--- config.mk ---
export PLATFORM = sky130hd
export DESIGN_NAME = beep_sequencer
export DESIGN_NICKNAME = d
export VERILOG_FILES = /design/src/rtl/beep_sequencer.sv
export SDC_FILE = /design/constraint.sdc
export NUM_CORES = 1
export LEC_CHECK = 0
export CORE_MARGIN = 2
export CORE_UTILIZATION = 54
export CTS_CLUSTER_SIZE = 20
export DETAILED_ROUTE_END_ITERATION = 7
export HOLD_SLACK_MARGIN = 0.05
export PLACE_DENSITY = 0.8
export SETUP_SLACK_MARGIN = 0.15
export SLEW_MARGIN = 20
export SYNTH_ARGS = -nofsm -noshare
export SYNTH_HDL_FRONTEND = slang
export SYNTH_SLANG_ARGS = --single-unit
export TNS_END_PERCENT = 20
--- constraint.sdc ---
create_clock -name clk -period 2.5 [get_ports clk]
set_input_delay 0.5 -clock clk [delete_from_list [all_inputs] [get_ports clk]]
set_output_delay 0.5 -clock clk [all_outputs]
set_load 0.02 [all_outputs]
--- src/rtl/beep_sequencer.sv ---
// Beep burst sequencer: turns one {divider, on, off, count} command into timed
// key on/off bursts for the buzzer tone generator, with abort and done reporting.
module beep_sequencer #(
    parameter int CLK_HZ  = 27000000,
    parameter int TICK_HZ = 1000,
    parameter int DIV_W   = 26,
    parameter int DUR_W   = 16,
    parameter int CNT_W   = 8
) (
    input  logic             clk,
    input  logic             nrst,
    input  logic             cmd_valid,
    output logic             cmd_ready,
    input  logic [DIV_W-1:0] cmd_div,
    input  logic [DUR_W-1:0] cmd_on,
    input  logic [DUR_W-1:0] cmd_off,
    input  logic [CNT_W-1:0] cmd_count,
    input  logic             abort,
    output logic             key,
    output logic [DIV_W-1:0] div,
    output logic             busy,
    output logic             done
);

    localparam int TICK_CYC = CLK_HZ / TICK_HZ;
    localparam int PRE_W    = (TICK_CYC > 1) ? $clog2(TICK_CYC) : 1;
    localparam logic [PRE_W-1:0] PRE_LAST = PRE_W'(TICK_CYC - 1);

    localparam logic [1:0] ST_IDLE = 2'd0;
    localparam logic [1:0] ST_ON   = 2'd1;
    localparam logic [1:0] ST_OFF  = 2'd2;

    logic [1:0]       state_reg,     state_next;
    logic [PRE_W-1:0] presc_reg,     presc_next;
    logic [DUR_W-1:0] on_timer_reg,  on_timer_next;
    logic [DUR_W-1:0] off_timer_reg, off_timer_next;
    logic [DUR_W-1:0] on_len_reg,    on_len_next;
    logic [DUR_W-1:0] off_len_reg,   off_len_next;
    logic [CNT_W-1:0] remain_reg,    remain_next;
    logic [DIV_W-1:0] div_reg,       div_next;
    logic             key_reg,       key_next;
    logic             busy_reg,      busy_next;
    logic             done_reg,      done_next;

    logic tick;
    logic accept;
    logic degenerate;

    assign cmd_ready  = (state_reg == ST_IDLE) && !abort;
    assign accept     = cmd_valid && cmd_ready;
    assign degenerate = (cmd_count == '0) || (cmd_on == '0);
    assign tick       = (presc_reg == PRE_LAST);

    assign key  = key_reg;
    assign div  = div_reg;
    assign busy = busy_reg;
    assign done = done_reg;

    always_comb begin
        state_next     = state_reg;
        on_timer_next  = on_timer_reg;
        off_timer_next = off_timer_reg;
        on_len_next    = on_len_reg;
        off_len_next   = off_len_reg;
        remain_next    = remain_reg;
        div_next       = div_reg;
        key_next       = key_reg;
        busy_next      = busy_reg;
        done_next      = 1'b0;

        // Prescaler only runs during a burst, so every burst starts at phase 0.
        if (state_reg == ST_IDLE) begin
            presc_next = '0;
        end else if (tick) begin
            presc_next = '0;
        end else begin
            presc_next = presc_reg + PRE_W'(1);
        end

        if (abort) begin
            state_next     = ST_IDLE;
            presc_next     = '0;
            on_timer_next  = '0;
            off_timer_next = '0;
            remain_next    = '0;
            key_next       = 1'b0;
            busy_next      = 1'b0;
        end else begin
            case (state_reg)
                ST_IDLE: begin
                    if (accept) begin
                        div_next     = cmd_div;
                        on_len_next  = cmd_on;
                        off_len_next = cmd_off;
                        presc_next   = '0;
                        if (degenerate) begin
                            done_next = 1'b1;
                        end else begin
                            state_next    = ST_ON;
                            on_timer_next = cmd_on;
                            remain_next   = cmd_count;
                            key_next      = 1'b1;
                            busy_next     = 1'b1;
                        end
                    end
                end

                ST_ON: begin
                    if (tick) begin
                        if (on_timer_reg == DUR_W'(1)) begin
                            remain_next = remain_reg - CNT_W'(1);
                            if (remain_reg == CNT_W'(1)) begin
                                state_next    = ST_IDLE;
                                on_timer_next = '0;
                                key_next      = 1'b0;
                                busy_next     = 1'b0;
                                done_next     = 1'b1;
                            end else if (off_len_reg == '0) begin
                                // Zero gap: stay in ON so key never drops between beeps.
                                on_timer_next = on_len_reg;
                            end else begin
                                state_next     = ST_OFF;
                                on_timer_next  = '0;
                                off_timer_next = off_len_reg;
                                key_next       = 1'b0;
                            end
                        end else begin
                            on_timer_next = on_timer_reg - DUR_W'(1);
                        end
                    end
                end

                ST_OFF: begin
                    if (tick) begin
                        if (off_timer_reg == DUR_W'(1)) begin
                            state_next     = ST_ON;
                            off_timer_next = '0;
                            on_timer_next  = on_len_reg;
                            key_next       = 1'b1;
                        end else begin
                            off_timer_next = off_timer_reg - DUR_W'(1);
                        end
                    end
                end

                default: begin
                    state_next = ST_IDLE;
                    key_next   = 1'b0;
                    busy_next  = 1'b0;
                end
            endcase
        end
    end

    always_ff @(posedge clk or negedge nrst) begin
        if (!nrst) begin
            state_reg     <= ST_IDLE;
            presc_reg     <= '0;
            on_timer_reg  <= '0;
            off_timer_reg <= '0;
            on_len_reg    <= '0;
            off_len_reg   <= '0;
            remain_reg    <= '0;
            div_reg       <= '0;
            key_reg       <= 1'b0;
            busy_reg      <= 1'b0;
            done_reg      <= 1'b0;
        end else begin
            state_reg     <= state_next;
            presc_reg     <= presc_next;
            on_timer_reg  <= on_timer_next;
            off_timer_reg <= off_timer_next;
            on_len_reg    <= on_len_next;
            off_len_reg   <= off_len_next;
            remain_reg    <= remain_next;
            div_reg       <= div_next;
            key_reg       <= key_next;
            busy_reg      <= busy_next;
            done_reg      <= done_next;
        end
    end

endmodule

# Word level (Yosys, flattened, before mapping)
# Cells that the tools add are included.
# word_totals
ff_bits	118
output_inout_bits	30
elab_cells	111
# op_classes
addsub	4
eq_ne	17
n_mux	61
n_bitwise	1
n_reduce_logical	17
# ops
op	count
$mux W16	16
$mux W15	5
$pmux W16 S3	1
$mux W8	5
$eq A16 B1 Y1 const B	2
$logic_not A16 Y1	2
$pmux W16 S2	1
$sub A16 B1 Y16 const B	2
$ne A3 B3 Y1 const B	9
$mux W1	19
$mux W2	9
$reduce_and A6 Y1	3
$pmux W8 S2	1
$add A15 B1 Y15 const B	1
$eq A15 B15 Y1 const B	1
$eq A8 B1 Y1 const B	1
$logic_not A8 Y1	1
$sub A8 B1 Y8 const B	1
$reduce_and A7 Y1	1
$pmux W1 S3	2
$pmux W2 S3	1
$reduce_bool A3 Y1	2
$reduce_and A5 Y1	1
$ne A4 B4 Y1 const B	1
11 further kinds	12

# Longest topological paths before layout
# depth
depth_word	7
depth_mapped	9
depth_no_buf	8

# Worst setup path before layout
# OpenSTA, ideal clock, no wires.
# synth_path
kind	flip-flop to flip-flop
from	reg remain_reg[3]
to	reg on_timer_reg[9]
setup_time_ns	0.122
arrival_time_ns	2.200
t_required_ns	2.378
slack_ns	0.178
stages_incl_launch_ff	8
path_cell_list	dfrtp_1 > or4_1 > o41ai_4 > nor4_4 > nor2_2 > buf_6 > o221ai_1 > a32o_1
# synth_via
elab_chain_cells	6
# synth_lines
element	line_no	text
from (decl)	39	logic [CNT_W-1:0] remain_reg, remain_next;
from (signal assigned)	175	remain_reg <= remain_next;
$eq A8 B1 Y1	112	if (remain_reg == CNT_W'(1)) begin
$mux W16	112	
$mux W16	110	if (on_timer_reg == DUR_W'(1)) begin
$mux W16	109	if (tick) begin
$pmux W16 S3	89	case (state_reg)
$mux W16	80	if (abort) begin
to (signal assigned)	171	on_timer_reg <= on_timer_next;
to (decl)	35	logic [DUR_W-1:0] on_timer_reg, on_timer_next;
# Every way passes these cells. The select of a mux whose other input is x is not followed.
# A chain may end at the register's enable or synchronous reset.

# Worst setup path after layout
# layout_path
from	reg on_timer_reg[12]
to	reg on_timer_reg[13]
# layout_via
elab_chain_cells	5
# layout_lines
element	line_no
$sub A16 B1 Y16 or $eq A16 B1 Y1 (tied branches)	128, 110
$mux W16 (*)	110
$mux W16 (*)	109
$pmux W16 S3 (*)	89
$mux W16 (*)	80
# Mark *: on every way between the ends. The rest lies on a longest branch, timed or not. The select of a mux whose other input is x is not followed.

==> impl_metrics.tcl <==
set metrics [dict create \
    worst_slew_pin_slew_ns 0.623 \
    avgSynthCellArea_um2 10.3 \
    grt_pass1_wl_um 28300 \
    io_buffers 99 \
    setup_viol 0 \
    critPathArrivalTime_ns 2.82 \
    boundaryPins 100 \
    rrSetupSlack_ns 0.05 \
    async_flop_share_pct 100 \
    clockBufferDepth 2 \
    ys_ff_latch 117 \
    ys.flop_type "dfrtp_1" \
    fmax_ghz 0.407 \
    crit_path_start_kind "register" \
    die-area_um2 12700 \
    syn2layout_area_growth_pct 36.8 \
    worstSetupPathType "reg -> reg" \
    numCtsBuffers 17 \
    wire_per_inst_um 19.2 \
    nFillCells 747 \
    fin_hold_ws_ns 0.171 \
    drive_gt1_share_pct 26.0 \
    timing.slew.headroom_pct 58.4 \
    n_antenna_cell 0 \
    cap_viol_max_count 0 \
    yosysTopAreaCell "dfrtp_1" \
    grt_pass1_vias 5725 \
    htree_num_levels 4 \
    final_common_cell "dfrtp_1" \
    core_area_um2 11500 \
    pre_cts_ws_ns -0.290 \
    required_ns 2.86 \
    drcViolationCount 0 \
    clk_latency_ns 0.43 \
    finalClockSkew_ns 0.00789 \
    cp_max_fo 5 \
    cts_tree "yes" \
    synth_top_cell_area_share_pct 45.8 \
    power_density_nw_per_um2 1150 \
    most-common-layout-cells "dfrtp_1 (114), clkdlybuf4s50_1 (97), buf_4 (58)" \
    ys_warn_count 0 \
    first_pass_iters 6 \
    fin_ws_ns 0.0456 \
    cts-root-buf "clkbuf_16" \
    postRouteAntennaNets 0 \
    netlist_top_cells_area "dfrtp_1 (46%), mux2_2 (10%), nor2_1 (2.9%)" \
    die_h_um 113 \
    syn_nets 699 \
    ys_types 64 \
    synth_cells 618 \
    final_cell_count_no_fill 929 \
    fin_nets 855 \
    track_usage_pct 27.8 \
    largest_reg_flops 26 \
    vias 5782 \
    hold_path.class "in -> async" \
    ir_drop_mv 0.887 \
    finalWeightedCongestion 0.889 \
    cts.clk_slew.worst_paths_ns 0.06 \
    clock_sinks 117 \
    syn_area_um2 6390 \
    dpl.hpwl_um 11300 \
    hold_viol 0 \
    crit_path_end_kind "register" \
    p_leak_uw 0.00365 \
    slew_viol_final 0 \
    status "finished, final reports clean" \
    r2r-end "on_timer_reg[13]" \
    antenna_found_initial 0 \
    rows 39 \
    start_util_pct 55.7 \
    fin_crit_sh_pct 98.2 \
    rr_worst_depth 8 \
    viasPerCell 6.22 \
    r2r_start "on_timer_reg[12]" \
    grt_remaining_overflow 0 \
    die_x_um 113 \
    ys_seq_area_share_pct 45.8 \
    grt_max_degree 118 \
    rsz0062_at_grt "yes" \
    routed_wl_um 17800 \
    min_period_ns 2.45 \
    place_inst 882 \
    drtIter0Drc 623 \
    synth_edf_count 0 \
]
## synthesized netlist by cell type (4+ instances only)
cell and number:
nor2b_1 10, mux2_2 57, a32o_1 12, nor3_1 13, and2_1 4, o21ai_1 12, nor4_1 22, or3_1 8
clkbuf_1 21, o31ai_1 4, nand2_1 28, nand3_1 12, a31oi_1 4, nand2b_1 5, inv_1 32, a22oi_1 4
o221ai_2 8, and3_1 4, xor2_1 13, dfrtp_1 117, ha_1 11, a32oi_1 8, nand4_1 11, or2_2 13
xnor2_1 13, o211ai_1 4, o32ai_1 5, nor2_1 49, a21oi_1 28, o21ai_0 21, buf_1 6
## critical path, cell delays in order (launching register included)
cell and delay [ns]:
dfrtp_1 0.39, or3_4 0.40, or4_4 0.48, buf_12 0.16, nor4_4 0.27, buf_4 0.22
a31oi_2 0.12, o21ai_1 0.17, a22o_1 0.17
## worst max-delay path by stage
stage / depth (start not counted) / start / end / slack (ns)
6_report: 8 / on_timer_reg[12] / on_timer_reg[13] / 0.05
5_1_grt: 8 / on_timer_reg[12] / on_timer_reg[13] / 0.009
4_1_cts: 8 / remain_reg[4] / on_timer_reg[13] / 0.12
3_5_place_dp: 6 / cmd_on[3] / on_timer_reg[6] / -0.29
3_3_place_gp: 6 / cmd_on[3] / on_timer_reg[6] / -0.23
2_1_floorplan: 7 / remain_reg[3] / on_timer_reg[9] / 0.18
## layer usage
layer / vias to the layer above / global-route usage (%) / wire length [µm]
li1: 2605 / - / -
met1: 2884 / 35.7 / 7410
met2: 250 / 45.8 / 8810
met3: 43 / 8.52 / 1220
met4: 0 / 8.21 / 394
met5: - / 0 / 0
## cell type report
class	instances	area (µm²)	area share (%)
Inverter	34	128	1.46
Tap cell	143	179	2.05
Multi-Input combinational cell	438	3310	37.8
Sequential cell	117	2930	33.5
Clock buffer	21	470	5.38
Clock inverter	10	125	1.43
Timing Repair Buffer	166	1600	18.3
## cell families (layout without fill, tap and decap cells)
kind of cell / after synthesis / in the layout / share of synthesized area, %
AOI/OAI and AO/OA: 138 / 139 / 16.5
xor gates and xnor gates: 26 / 26 / 3.57
adders and majority gates: 11 / 11 / 2.15
buffers and inverters: 64 / 231 / 4.02
DFF: 117 / 117 / 45.8
muxes: 60 / 60 / 10.5
and+or+nand+nor: 202 / 202 / 17.5
## power breakdown
part           internal, µW  switching (µW)
clock                  1540             904
combinational          2210            2240
sequential             2580             581
total                  6330            3730
## stage by stage
stage               setup TNS, ns  power (µW)  utilization [%]  instance area [µm²]
finish                          0       10100             76.2                 8740
global route                    0       10600             76.2                 8740
CTS                             0        9810             74.4                 8530
detailed placement          -5.05        7210             68.5                 7860
global placement            -3.72        7030             68.5                 7860
floorplan                       0        5610                -                 6390
## repair_timing
| action | CTS | global route |
|---|---|---|
| buffers inserted | 4 | 9 |
| endpoints found under the setup margin | 33 | 42 |
| hold buffers | 0 | 0 |
| pin swaps | 7 | 12 |
| resized for setup | 11 | 22 |
| cloned | 0 | 3 |
No activity file was read; power rests on OpenSTA's default activity.
